**config.mk**
```make
export PLATFORM = sky130hd
export DESIGN_NAME = uart_cmd_ctrl
export DESIGN_NICKNAME = d
export VERILOG_FILES = /design/src/rtl/uart_cmd_pkg.sv /design/src/rtl/uart_cmd_timeout.sv /design/src/rtl/uart_cmd_ctrl.sv
export SDC_FILE = /design/constraint.sdc
export NUM_CORES = 1
export LEC_CHECK = 0
export ABC_AREA = 1
export CAP_MARGIN = 30
export CORE_UTILIZATION = 35
export DETAILED_ROUTE_END_ITERATION = 10
export GPL_TIMING_DRIVEN = 0
export HOLD_SLACK_MARGIN = 0.06
export SETUP_SLACK_MARGIN = 0.1
export SKIP_CTS_REPAIR_TIMING = 1
export SLEW_MARGIN = 20
export SYNTH_ARGS = -nofsm -noshare
export SYNTH_HDL_FRONTEND = slang
export SYNTH_SLANG_ARGS = --single-unit
```
**constraint.sdc**
```tcl
create_clock -name clk -period 4.4 [get_ports clk]
set_clock_uncertainty 0.2 [all_clocks]
set_input_delay 0.66 -clock clk [delete_from_list [all_inputs] [get_ports clk]]
set_output_delay 0.66 -clock clk [all_outputs]
set_load 0.01 [all_outputs]
```
**src/rtl/uart_cmd_pkg.sv**
```systemverilog
// Shared types and constants for the UART command-frame controller.
package uart_cmd_pkg;

    // Frame-parser / executor states
    typedef enum logic [3:0] {
        IDLE,
        GET_CMD,
        GET_ADDR,
        GET_DATA,
        GET_CHK,
        EXEC_WR,
        EXEC_RD,
        RD_WAIT,
        RESP
    } state_e;

    localparam logic [7:0] CMD_WR            = 8'h01;
    localparam logic [7:0] CMD_RD            = 8'h02;
    localparam logic [7:0] DEFAULT_SYNC_BYTE = 8'hA5;

    // True when no address bit at or above addr_w is set
    function automatic logic addr_in_range(input logic [7:0] addr, input int unsigned addr_w);
        return (addr >> addr_w) == 8'h00;
    endfunction

endpackage

```
**src/rtl/uart_cmd_timeout.sv**
```systemverilog
// Inter-byte idle counter: pulses expire on the last idle cycle allowed
// inside a frame, unless a byte arrives (clear) on that same cycle.
module uart_cmd_timeout #(
    parameter int unsigned TIMEOUT_CYCLES = 50000
) (
    input  logic clk,
    input  logic rst_n,
    input  logic clear,
    input  logic enable,
    output logic expire
);

    localparam int unsigned   CW   = (TIMEOUT_CYCLES > 1) ? $clog2(TIMEOUT_CYCLES) : 1;
    localparam logic [CW-1:0] LAST = CW'(TIMEOUT_CYCLES - 1);

    logic [CW-1:0] cnt_q;

    // Count idle cycles while enabled; any byte or leaving the frame restarts from zero
    always_ff @(posedge clk or negedge rst_n) begin
        // NOTE: sequential state uses non-blocking assignments so every register
        // samples pre-edge values, independent of block ordering.
        if (!rst_n) begin
            cnt_q <= '0;
        end else if (clear || !enable || cnt_q == LAST) begin
            cnt_q <= '0;
        end else begin
            cnt_q <= cnt_q + CW'(1);
        end
    end

    // A byte on the expiry cycle wins, so clear masks the pulse
    assign expire = enable && !clear && (cnt_q == LAST);

endmodule

```
**src/rtl/uart_cmd_ctrl.sv**
```systemverilog
// Command-frame controller: parses SYNC/CMD/ADDR/DATA/CHK frames from the
// UART receiver, issues register writes/reads and returns read data on a
// ready/valid byte stream. Frame errors, timeouts and overruns are counted.
module uart_cmd_ctrl
    import uart_cmd_pkg::*;
#(
    parameter logic [7:0]  SYNC_BYTE      = DEFAULT_SYNC_BYTE,
    parameter int unsigned ADDR_W         = 4,
    parameter int unsigned TIMEOUT_CYCLES = 50000
) (
    input  logic              clk,
    input  logic              rst_n,
    input  logic [7:0]        rx_data,
    input  logic              rx_valid,
    output logic              wr_en,
    output logic [ADDR_W-1:0] wr_addr,
    output logic [7:0]        wr_data,
    output logic              rd_en,
    output logic [ADDR_W-1:0] rd_addr,
    input  logic [7:0]        rd_data,
    output logic [7:0]        tx_data,
    output logic              tx_valid,
    input  logic              tx_ready,
    output logic              busy,
    output logic [7:0]        err_cnt
);

    state_e     state_q, state_next;
    logic [7:0] cmd_q, addr_q, data_q;
    logic       in_frame;
    logic       expire;
    logic       frame_ok;
    logic       err_inc;

    assign in_frame = (state_q == GET_CMD)  || (state_q == GET_ADDR) ||
                      (state_q == GET_DATA) || (state_q == GET_CHK);

    // Checksum, command and address validity, evaluated against the CHK byte on the bus
    assign frame_ok = (rx_data == (cmd_q ^ addr_q ^ data_q)) &&
                      ((cmd_q == CMD_WR) || (cmd_q == CMD_RD)) &&
                      addr_in_range(addr_q, ADDR_W);

    uart_cmd_timeout #(
        .TIMEOUT_CYCLES(TIMEOUT_CYCLES)
    ) u_timeout (
        .clk   (clk),
        .rst_n (rst_n),
        .clear (rx_valid),
        .enable(in_frame),
        .expire(expire)
    );

    // State register
    always_ff @(posedge clk or negedge rst_n) begin
        if (!rst_n) state_q <= IDLE;
        else        state_q <= state_next;
    end

    // Next-state decode and error-event detection
    always_comb begin
        // NOTE: every signal gets a default before the case so no path leaves
        // it unassigned, which would otherwise infer a latch.
        state_next = state_q;
        err_inc    = 1'b0;
        case (state_q)
            IDLE: begin
                if (rx_valid && rx_data == SYNC_BYTE) state_next = GET_CMD;
            end
            GET_CMD, GET_ADDR, GET_DATA: begin
                if (rx_valid) begin
                    state_next = state_e'(state_q + 4'd1);
                end else if (expire) begin
                    state_next = IDLE;
                    err_inc    = 1'b1;
                end
            end
            GET_CHK: begin
                if (rx_valid) begin
                    if (frame_ok) begin
                        state_next = (cmd_q == CMD_WR) ? EXEC_WR : EXEC_RD;
                    end else begin
                        state_next = IDLE;
                        err_inc    = 1'b1;
                    end
                end else if (expire) begin
                    state_next = IDLE;
                    err_inc    = 1'b1;
                end
            end
            EXEC_WR: begin
                state_next = IDLE;
                err_inc    = rx_valid;
            end
            EXEC_RD: begin
                state_next = RD_WAIT;
                err_inc    = rx_valid;
            end
            RD_WAIT: begin
                state_next = RESP;
                err_inc    = rx_valid;
            end
            RESP: begin
                if (tx_ready) state_next = IDLE;
                err_inc = rx_valid;
            end
            default: state_next = IDLE;
        endcase
    end

    // Latch frame fields as each byte arrives
    always_ff @(posedge clk or negedge rst_n) begin
        if (!rst_n) begin
            cmd_q  <= 8'h00;
            addr_q <= 8'h00;
            data_q <= 8'h00;
        end else if (rx_valid) begin
            case (state_q)
                GET_CMD:  cmd_q  <= rx_data;
                GET_ADDR: addr_q <= rx_data;
                GET_DATA: data_q <= rx_data;
                default:  ;
            endcase
        end
    end

    // Registered outputs, decoded from the upcoming state so they align with it
    always_ff @(posedge clk or negedge rst_n) begin
        if (!rst_n) begin
            wr_en    <= 1'b0;
            rd_en    <= 1'b0;
            tx_valid <= 1'b0;
            busy     <= 1'b0;
            wr_addr  <= '0;
            rd_addr  <= '0;
            wr_data  <= 8'h00;
            tx_data  <= 8'h00;
        end else begin
            wr_en    <= (state_next == EXEC_WR);
            rd_en    <= (state_next == EXEC_RD);
            tx_valid <= (state_next == RESP);
            busy     <= (state_next != IDLE);
            if (state_next == EXEC_WR) begin
                wr_addr <= addr_q[ADDR_W-1:0];
                wr_data <= data_q;
            end
            if (state_next == EXEC_RD) begin
                rd_addr <= addr_q[ADDR_W-1:0];
            end
            // Read data is valid the cycle after rd_en, i.e. while in RD_WAIT
            if (state_q == RD_WAIT) begin
                tx_data <= rd_data;
            end
        end
    end

    // Saturating error counter, at most one increment per cycle
    always_ff @(posedge clk or negedge rst_n) begin
        if (!rst_n) begin
            err_cnt <= 8'h00;
        end else if (err_inc && err_cnt != 8'hFF) begin
            err_cnt <= err_cnt + 8'd1;
        end
    end

endmodule

```
# After elaboration in Yosys (flattened, before gate mapping)
# Index checks and enable logic that the tools add are counted.
[word_totals] reg_bits=80 latch_bits=0 mem_bits_rw=0 mem_bits_ro=0 inputBits=20 out_inout_bits=36 word_cells=72 n_memories=0
[op_classes] addsub=3 mul=0 div_mod_pow=0 n_lt_le_gt_ge=0 n_eq_ne=17 n_shift=0 n_mux=14 n_bitwise=2 n_reduce_logical=22
[ops] op="equality test 4 x 3 -> 1 bit (second input constant)" n=6
[ops] op="one-hot mux 4 bit (6 select lines)" n=1
[ops] op="two-way mux 4 bit" n=5
[ops] op="adder 16 x 1 -> 16 bit (second input constant)" n=1
[ops] op="equality test 16 bit (second input constant)" n=1
[ops] op="two-way mux 16 bit" n=1
[ops] op="XOR 8 bit" n=2
[ops] op="adder 8 x 1 -> 8 bit (second input constant)" n=1
[ops] op="equality test 4 x 2 -> 1 bit (second input constant)" n=2
[ops] op="equality test 4 bit (second input constant)" n=2
[ops] op="equality test 8 x 1 -> 1 bit (second input constant)" n=1
[ops] op="equality test 8 x 2 -> 1 bit (second input constant)" n=1
[ops] op="equality test 8 bit" n=1
[ops] op="equality test 8 bit (second input constant)" n=1
[ops] op="logical NOT 8 bit" n=1
[ops] op="inequality test 8 bit (second input constant)" n=1
[ops] op="logical AND 1 bit" n=6
[ops] op="logical OR 1 bit" n=6
[ops] op="AND reduction 2 bit" n=3
[ops] op="adder 4 x 1 -> 4 bit (second input constant)" n=1
[ops] op="equality test 4 x 1 -> 1 bit (second input constant)" n=1
[ops] op="logical NOT 4 bit" n=1
[ops] op="two-way mux 1 bit" n=4
[ops] op="nonzero test 4 bit" n=1
[ops] op="6 further kinds" n=7

# Depth between registers and ports, before layout
# Gate-level depths: netlist of the first run.
[logic_depth] ltp_word=10 mapped_depth=18 mapped_depth_nobuf=18

# By module
# Synthesis of the first run repeated with hierarchy kept, for this count alone.
[hier_totals] cells_unflattened=571 hier_area_um2=4249.1
[by_module_without_submodules] module="uart_cmd_ctrl" instances=1 cells_each=453 area_each_um2=3352.0 seq_area_each_um2=1601.5
[by_module_without_submodules] module="uart_cmd_timeout" instances=1 cells_each=118 area_each_um2=897.1 seq_area_each_um2=400.4

# Least setup slack after synthesis of the first run
# Ideal clock, no wire load.
[synth_path] kind="input-to-reg" from="input port rx_data[2]" to="register wr_addr[0]" setup_ns=0.117 t_arrival_ns=1.952 required_ns=4.083 setup_slack_ns=2.131 path_stages=17 n_path_buf=1 cell_sequence="inv_1 -> nand2_1 -> nand2_1 -> nor2_1 -> nor2_1 -> nand2_1 -> nor2_1 -> nand3_1 -> nand2_1 -> nand3_1 -> nand3_2 -> nand2_2 -> inv_2 -> nand3_2 -> buf_6 -> nand2_1 -> nand2_1"
[synth_via] elab_chain_cells=7 elab_cells_between_ends=10 cone_classes="eq/ne: 3; mux: 4; reduce/logical: 3"
[synth_rtl] element="from (decl)" line_no="uart_cmd_ctrl.sv:13" text="input logic [7:0] rx_data,"
[synth_rtl] element="equality test 8 bit" line_no="uart_cmd_ctrl.sv:39" text="assign frame_ok = (rx_data == (cmd_q ^ addr_q ^ data_q)) &&"
[synth_rtl] element="logical AND 1 bit" line_no="uart_cmd_ctrl.sv:39"
[synth_rtl] element="logical AND 1 bit" line_no="uart_cmd_ctrl.sv:40" text="((cmd_q == CMD_WR) || (cmd_q == CMD_RD)) &&"
[synth_rtl] element="two-way mux 3 bit" line_no="uart_cmd_ctrl.sv:79" text="if (frame_ok) begin"
[synth_rtl] element="two-way mux 4 bit" line_no="uart_cmd_ctrl.sv:78" text="if (rx_valid) begin"
[synth_rtl] element="one-hot mux 4 bit (6 select lines) (*)" line_no="uart_cmd_ctrl.sv:65" text="case (state_q)"
[synth_rtl] element="via state_next[2]" line_no="uart_cmd_ctrl.sv:28" text="state_e state_q, state_next;"
[synth_rtl] element="equality test 4 x 3 -> 1 bit (*)" line_no="uart_cmd_ctrl.sv:142" text="if (state_next == EXEC_WR) begin"
[synth_rtl] element="to (signal assigned)" line_no="uart_cmd_ctrl.sv:143" text="wr_addr <= addr_q[ADDR_W-1:0];"
[synth_rtl] element="to (decl)" line_no="uart_cmd_ctrl.sv:16" text="output logic [ADDR_W-1:0] wr_addr,"
# The timed path passes the listed nets; every way through them passes the cells marked *.
# A chain may end at the register's enable or synchronous reset.

# Worst setup path after layout of the first run
[layout_path] from="input port rx_data[2]" to="register err_cnt[3]"
[layout_via] elab_chain_cells=7
[layout_rtl] element="equality test 8 bit" line_no="uart_cmd_ctrl.sv:39"
[layout_rtl] element="logical AND 1 bit" line_no="uart_cmd_ctrl.sv:39"
[layout_rtl] element="logical AND 1 bit" line_no="uart_cmd_ctrl.sv:40"
[layout_rtl] element="two-way mux 1 bit" line_no="uart_cmd_ctrl.sv:79"
[layout_rtl] element="two-way mux 1 bit" line_no="uart_cmd_ctrl.sv:78"
[layout_rtl] element="one-hot mux 1 bit (3 select lines)" line_no="uart_cmd_ctrl.sv:65"
[layout_rtl] element="logical AND 1 bit" line_no="uart_cmd_ctrl.sv:160" text="end else if (err_inc && err_cnt != 8'hFF) begin"
[layout_rtl] element="to (signal assigned)" line_no="uart_cmd_ctrl.sv:161" text="err_cnt <= err_cnt + 8'd1;"
[layout_rtl] element="to (decl)" line_no="uart_cmd_ctrl.sv:25" text="output logic [7:0] err_cnt"
# Every way passes these cells.

==> metrics.md, run 1 <==
| Metric | Value |
|---|---|
| Wire length of the first global-routing pass | `15.3 mm` |
| Floorplan core area | `11,400 um^2` |
| Number of library cell types mapped by synthesis | `32` |
| Pin count of the biggest net entering global routing | `57` |
| Layout-stage area growth over the synthesis result | `26.7%` |
| Largest fanout of any net on the critical path | `10` |
| Fmax | `0.355 GHz` |
| Total global-route track usage | `between 10% and 20%` |
| FF+latch count, synth | `80` |
| Reg2Reg Depth | `15` |
| Category of the worst setup path launch point | `input port` |
| Post-synthesis average cell area | `7.79 um^2` |
| Post-route fraction of the period consumed by the critical path | `63.9%` |
| Hold violation total from the final report | `0` |
| Number of antenna violations at the first check in global routing | `0` |
| Vias after detailed routing | `3,591` |
| Drt via density | `4.83` |
| Final instance area | `5210 um^2` |
| Maximum ir drop on the vdd rail | `0.301 mV` |
| Setup repair after global routing missed its margin | `no` |
| Half-perimeter wire length after placement | `6.79 mm` |
| Number of inserted diodes | `0` |
| Cell count after synthesis | `approximately 530` |
| Power density over cell area | `just over 600 nW/um^2` |
| Count of buffers inserted at the top-level ports | `between 50 and 60` |
| Crit Reg-Reg Startpoint | `state_q[0]` |
| Result of the run | `completed` |
| Count of synthesis-stage warnings from yosys | `0` |
| Die Span X | `110 um` |
| Setup TNS | `0 ns` |
| Sequential element share of the synthesized area | `48.7%` |
| TritonCTS clock tree | `built` |
| Area after detailed placement | `4870 um^2` |
| Routed Wire Length | `9.32 mm` |
| Floorplan row count | `39` |
| Level count of the clock H-tree | `3` |
| Placer Congestion | `0.833` |
| Hold Crit Depth | `1` |
| Clock tree root buffer cell | `clkbuf_16` |
| Area contributors post-synth | `dfrtp_1 49%, nand2_1 16%, inv_1 6.0%, o21ai_0 4.1%, nand3_1 3.7%` |
| Iteration-0 DRC Markers | `168` |
| Leading cell type in the layout, fill and taps excluded | `nand2_1` |
| GR Overflow Total | `0` |
| Post-synthesis cell type with the largest combined area | `dfrtp_1` |
| Worst-case headroom to the max-slew limit | `a little under three fifths` |
| I/O pin count | `56` |
| Clk sinks | `80` |
| Maximum buffer depth of the clock tree | `2` |
| Critical register-to-register path endpoint | `wr_data[5]` |
| Req. time, crit path | `4.45 ns` |
| Type of the worst setup path | `in -> reg` |
| Worst-margin pin slew | `0.660 ns` |
| Number of slew-limit violations in the final report | `0` |
| Clock latency of the later-clocked register in the worst-skew pair | `0.34 ns` |
| Full die area | `12,200 um^2` |
| Antenna Violating Nets Remaining | `0` |
| Vertical die dimension | `~110 um` |
| Number of global-route vias before repair | `3,346` |
| Hold crit path type | `reg -> reg` |
| Mapped Nets | `554` |
| Worst Setup End Kind | `flip-flop` |
| # setup viols final | `0` |
| Number of remaining DRC errors | `0` |
| Hold wc startpoint | `u_timeout.cnt_q[0]` |
| Number of buffers created by CTS | `9` |
| Synthesized cell area | `4110 um^2` |
| Total Nets Final | `622` |
| Most used cells in the layout excluding fill and tap cells | `171 x nand2_1, 80 x dfrtp_1, 66 x inv_1` |
| Register-to-register setup slack | `1.82 ns` |
| Number of optimization iterations in the first detailed-route pass | `4` |
| Endpoint arrival time on the critical path | `2.86 ns` |
| Per-cell routed wire length | `12.5 um` |
| Initial Util | `36.0%` |
| Area fraction of the dominant cell type after synthesis | `48.7%` |
| Clock slew seen by the registers of the worst setup and hold paths | `approximately 0.060 ns` |
| End point of the worst hold path | `u_timeout.cnt_q[0]` |
| Static leakage power | `between 2 and 3 nW` |
| Share of post-route cells with drive strength above 1 | `6.32%` |
| Post-layout min period | `2.81 ns` |
| Max capacitance violation total | `0` |
-- stage by stage --
step | util, % | std cells | setup WS [ns] | hold slack, ns | power, W
2_1_floorplan | - | 528 | 2.13 | 0.164 | 0.00196
3_3_place_gp | 42.4 | 726 | -0.440 | 0.249 | 0.00239
3_5_place_dp | 42.6 | 727 | 1.27 | 0.256 | 0.00243
4_1_cts | 45.5 | 743 | 1.58 | 0.0335 | 0.00327
5_1_grt | 45.6 | 744 | 1.35 | 0.285 | 0.00351
6_report | 45.6 | 744 | 1.59 | 0.259 | 0.00325
-- metal layers --
metal  track usage (%)  vias to the layer above  part of all wire, %
li1                  -                     1817                    -
met1              20.8                     1676                   46
met2              27.5                       82                   47
met3              4.00                       16                  4.4
met4              6.20                        0                  1.9
met5                 0                        -                    0
-- report_power, final --
| group | switching [W] | internal [W] | leakage, nW | total (W) |
|---|---|---|---|---|
| registers | 0.000222 | 0.000958 | 1.04 | 0.00118 |
| logic | 0.000714 | 0.000525 | 1.31 | 0.00124 |
| clock network | 0.000284 | 0.000544 | 0.163 | 0.000828 |
| total | 0.00122 | 0.00203 | 2.52 | 0.00325 |
-- cells in the mapped netlist (all sizes together) --
library cell,number
clkbuf,4
nand4,15
nand2,174
xor2,13
nor3,15
ha,6
o21bai,1
a22oi,1
dfrtp,80
nor4,4
buf,5
nor3b,5
o31ai,1
nor2,43
a21oi,12
a221oi,1
or2,1
nand3,32
inv,69
clkinv,1
a211oi,1
o21ai,35
xnor2,8
and3,1
-- cell families (layout without fill, tap and decap cells) --
kind of cell	Yosys count	in the layout	synth area share, %
and+or+nand+nor	290	290	30.6
DFF	80	80	48.7
buffers and inverters	79	152	7.52
AOI/OAI and AO/OA	52	52	6.88
xor gates and xnor gates	21	21	4.47
adders and majority gates	6	6	1.83
-- final cells by class --
type,count,area (um^2)
Tap cell,143,179
Timing Repair Buffer,57,586
Buffer,9,46.3
Inverter,70,263
Sequential cell,80,2000
Clock inverter,2,60.1
Fill cell,1146,6210
Clock buffer,14,274
Multi-Input combinational cell,369,1800
-- how the worst max path moves through the flow --
stage,startpoint,slack [ns],end
2_1_floorplan,rx_data[2],2.13,wr_addr[0]
3_3_place_gp,rst_n,-0.44,u_timeout.cnt_q[10]
3_5_place_dp,rx_data[2],1.27,err_cnt[1]
4_1_cts,rx_data[2],1.58,err_cnt[3]
5_1_grt,rx_data[2],1.35,err_cnt[1]
6_report,rx_data[2],1.59,err_cnt[3]
-- sequential cells by signal, indices dropped and copies added, names as in the netlist --
register         cells
u_timeout.cnt_q     16
addr_q               8
cmd_q                8
data_q               8
err_cnt              8
tx_data              8
wr_data              8
rd_addr              4
state_q              4
wr_addr              4
busy                 1
rd_en                1
tx_valid             1
wr_en                1
-- critical path: stages --
cell             delay, ns
clkdlybuf4s50_1       0.45
inv_1                 0.16
nand2_1               0.07
nand2_1               0.08
nor2_1                0.05
nor2_1                0.09
nand2_1               0.07
nor2_1                0.12
nand3_1               0.14
nand2_1               0.11
a21oi_1               0.07
o21ai_1               0.37
buf_2                 0.28
nand2_1               0.07
o21ai_0               0.07
Power figures use the tool's default switching activity.
==> run 2: changes to the inputs <==
==> constraint.sdc (replaced) <==
create_clock -name clk -period 2.8 [get_ports clk]
set_clock_uncertainty 0.2 [all_clocks]
set_input_delay 0.42 -clock clk [delete_from_list [all_inputs] [get_ports clk]]
set_output_delay 0.42 -clock clk [all_outputs]
set_load 0.01 [all_outputs]
==> metrics.md, run 2 (synthesis gave the netlist of run 1 again) <==
| Metric | Value |
|---|---|
| Setup repair after global routing missed its margin | `no` |
| Pin count of the biggest net entering global routing | `57` |
| Endpoint arrival time on the critical path | `2.53 ns` |
| Placer Congestion | `~0.83` |
| Type of the worst setup path | `in -> reg` |
| Req. time, crit path | `2.83 ns` |
| Drt via density | `a little under 5` |
| Post-route fraction of the period consumed by the critical path | `89.4%` |
| Wire length of the first global-routing pass | `approximately 15 mm` |
| Total global-route track usage | `16.6%` |
| Final core area utilization | `45.9%` |
| Power density over cell area | `between 900 and 1000 nW/um^2` |
| Level count of the clock H-tree | `3` |
| Result of the run | `completed` |
| Clk sinks | `80` |
| Clock tree root buffer cell | `clkbuf_16` |
| Iteration-0 DRC Markers | `195` |
| Maximum ir drop on the vdd rail | `about 0.47 mV` |
| Hold Crit Depth | `1` |
| Number of slew-limit violations in the final report | `0` |
| Total Nets Final | `622` |
| Final-layout fill cell count | `1,145` |
| Number of antenna violations at the first check in global routing | `0` |
| Most used cells in the layout excluding fill and tap cells | `171 x nand2_1, 80 x dfrtp_1, 63 x inv_1` |
| Number of global-route vias before repair | `3,346` |
| Category of the worst setup path launch point | `input port` |
| GR Overflow Total | `0` |
| Largest fanout of any net on the critical path | `10` |
| Worst-case headroom to the max-slew limit | `a little over half` |
| TritonCTS clock tree | `built` |
| Initial Util | `36.0%` |
| Hold violation total from the final report | `0` |
| Multi-input gate area in the final layout | `1820 um^2` |
| End point of the worst hold path | `u_timeout.cnt_q[0]` |
| Worst Setup End Kind | `flip-flop` |
| Static leakage power | `2.53 nW` |
| Vertical die dimension | `110 um` |
| Number of buffers created by CTS | `9` |
| Vias after detailed routing | `about 3,600` |
| Number of remaining DRC errors | `0` |
| Number of optimization iterations in the first detailed-route pass | `5` |
| Antenna Violating Nets Remaining | `0` |
| Per-cell routed wire length | `between 10 and 15 um` |
| Post-layout min period | `2.50 ns` |
| Fmax | `~0.40 GHz` |
| # setup viols final | `0` |
| Layout-stage area growth over the synthesis result | `27.4%` |
| Worst-margin pin slew | `0.694 ns` |
| Top register by number of flip-flops | `u_timeout.cnt_q` |
| Crit Reg-Reg Startpoint | `state_q[1]` |
| Clock latency of the later-clocked register in the worst-skew pair | `0.34 ns` |
| Register-to-register setup slack | `0.32 ns` |
| Share of post-route cells with drive strength above 1 | `7.65%` |
| Setup TNS | `0 ns` |
| Routed Wire Length | `9.37 mm` |
| Count of buffers inserted at the top-level ports | `55` |
| Clock slew seen by the registers of the worst setup and hold paths | `~0.06 ns` |
| Number of inserted diodes | `0` |
| Half-perimeter wire length after placement | `~6.8 mm` |
| Reg area | `2000 um^2` |
| Worst hold margin | `0.259 ns` |
| Max capacitance violation total | `0` |
| Critical register-to-register path endpoint | `wr_addr[3]` |
| Maximum buffer depth of the clock tree | `2` |
| Leading cell type in the layout, fill and taps excluded | `nand2_1` |
| I/O pin count | `56` |
| Reg2Reg Depth | `16` |
| Hold wc startpoint | `u_timeout.cnt_q[0]` |
| Floorplan row count | `39` |
| Floorplan core area | `11,400 um^2` |
| Hold crit path type | `reg -> reg` |
| Flip-flop count of the largest register, all copies and words added | `16` |
| Full die area | `approximately 12,000 um^2` |
| Die Span X | `110 um` |
==> run 2: cell types whose count changed in the layout (fill, tap and decap cells not counted), sizes merged <==
| cell | before | now |
|---|---|---|
| clkdlybuf4s50 | 54 | 53 |
| dlymetal6s2s | 0 | 1 |
==> run 2: stage by stage <==
stage / worst slack, ns / total power [W] / cells / area [um^2]
global route: 0.111 / 0.00555 / 744 / 5240
finish: 0.296 / 0.00512 / 744 / 5240
CTS: 0.218 / 0.00514 / 743 / 5200
detailed placement: -0.0935 / 0.00382 / 727 / 4870
global placement: -1.80 / 0.00376 / 726 / 4840
floorplan: 0.587 / 0.00307 / 528 / 4110
==> run 2: worst max-delay path by stage <==
stage / from / endpoint / slack, ns / cells past startpoint
floorplan: state_q[0] / wr_addr[3] / 0.59 / 15
global placement: rst_n / u_timeout.cnt_q[10] / -1.80 / 1
detailed placement: rx_data[2] / err_cnt[1] / -0.09 / 14
CTS: rx_data[2] / err_cnt[3] / 0.22 / 15
global route: rx_data[2] / wr_data[5] / 0.11 / 18
finish: rx_data[2] / wr_data[5] / 0.30 / 18
==> run 2: power by group <==
part	internal (W)	switching, W
Combinational	0.000834	0.00113
Clock	0.000854	0.000445
Sequential	0.00151	0.000352
==> run 2: critical path: stages <==
cell,delay (ns)
clkdlybuf4s50_1,0.46
inv_2,0.12
nand2_1,0.06
nand2_1,0.08
nor2_1,0.05
nor2_1,0.09
nand2_1,0.06
nor2_1,0.15
nand3_2,0.12
nand2_1,0.11
nand3_1,0.11
nand3_2,0.12
nand2_2,0.09
inv_2,0.09
nand3_2,0.12
buf_6,0.18
nand2_1,0.05
nand2_1,0.05
==> run 2: metal layers <==
| layer | part of all wire [%] | global-route usage, % |
|---|---|---|
| met4 | 1.8 | 6.20 |
| met1 | 45 | 20.8 |
| met3 | 4.7 | 4.00 |
| met5 | 0 | 0 |
| met2 | 48 | 27.5 |
==> run 2: layout make-up <==
| type | count | share of cell area, % |
|---|---|---|
| inverter | 70 | 5.02 |
| timing repair buffer | 57 | 11.2 |
| buffer | 9 | 0.884 |
| multi-input combinational | 369 | 34.8 |
| tap | 143 | 3.42 |
| clock inverter | 2 | 1.15 |
| clock buffer | 14 | 5.23 |
| sequential | 80 | 38.2 |
==> run 3: changes to the inputs <==
--- a/config.mk
+++ b/config.mk
@@ -6,6 +6,7 @@
 export NUM_CORES = 1
 export LEC_CHECK = 0
 export ABC_AREA = 1
+export ABC_CLOCK_PERIOD_IN_PS = 2800
 export CAP_MARGIN = 30
 export CORE_UTILIZATION = 35
 export DETAILED_ROUTE_END_ITERATION = 10
==> results of run 3 <==
No change in the layout: final DEF, timing and power equal those of run 2.
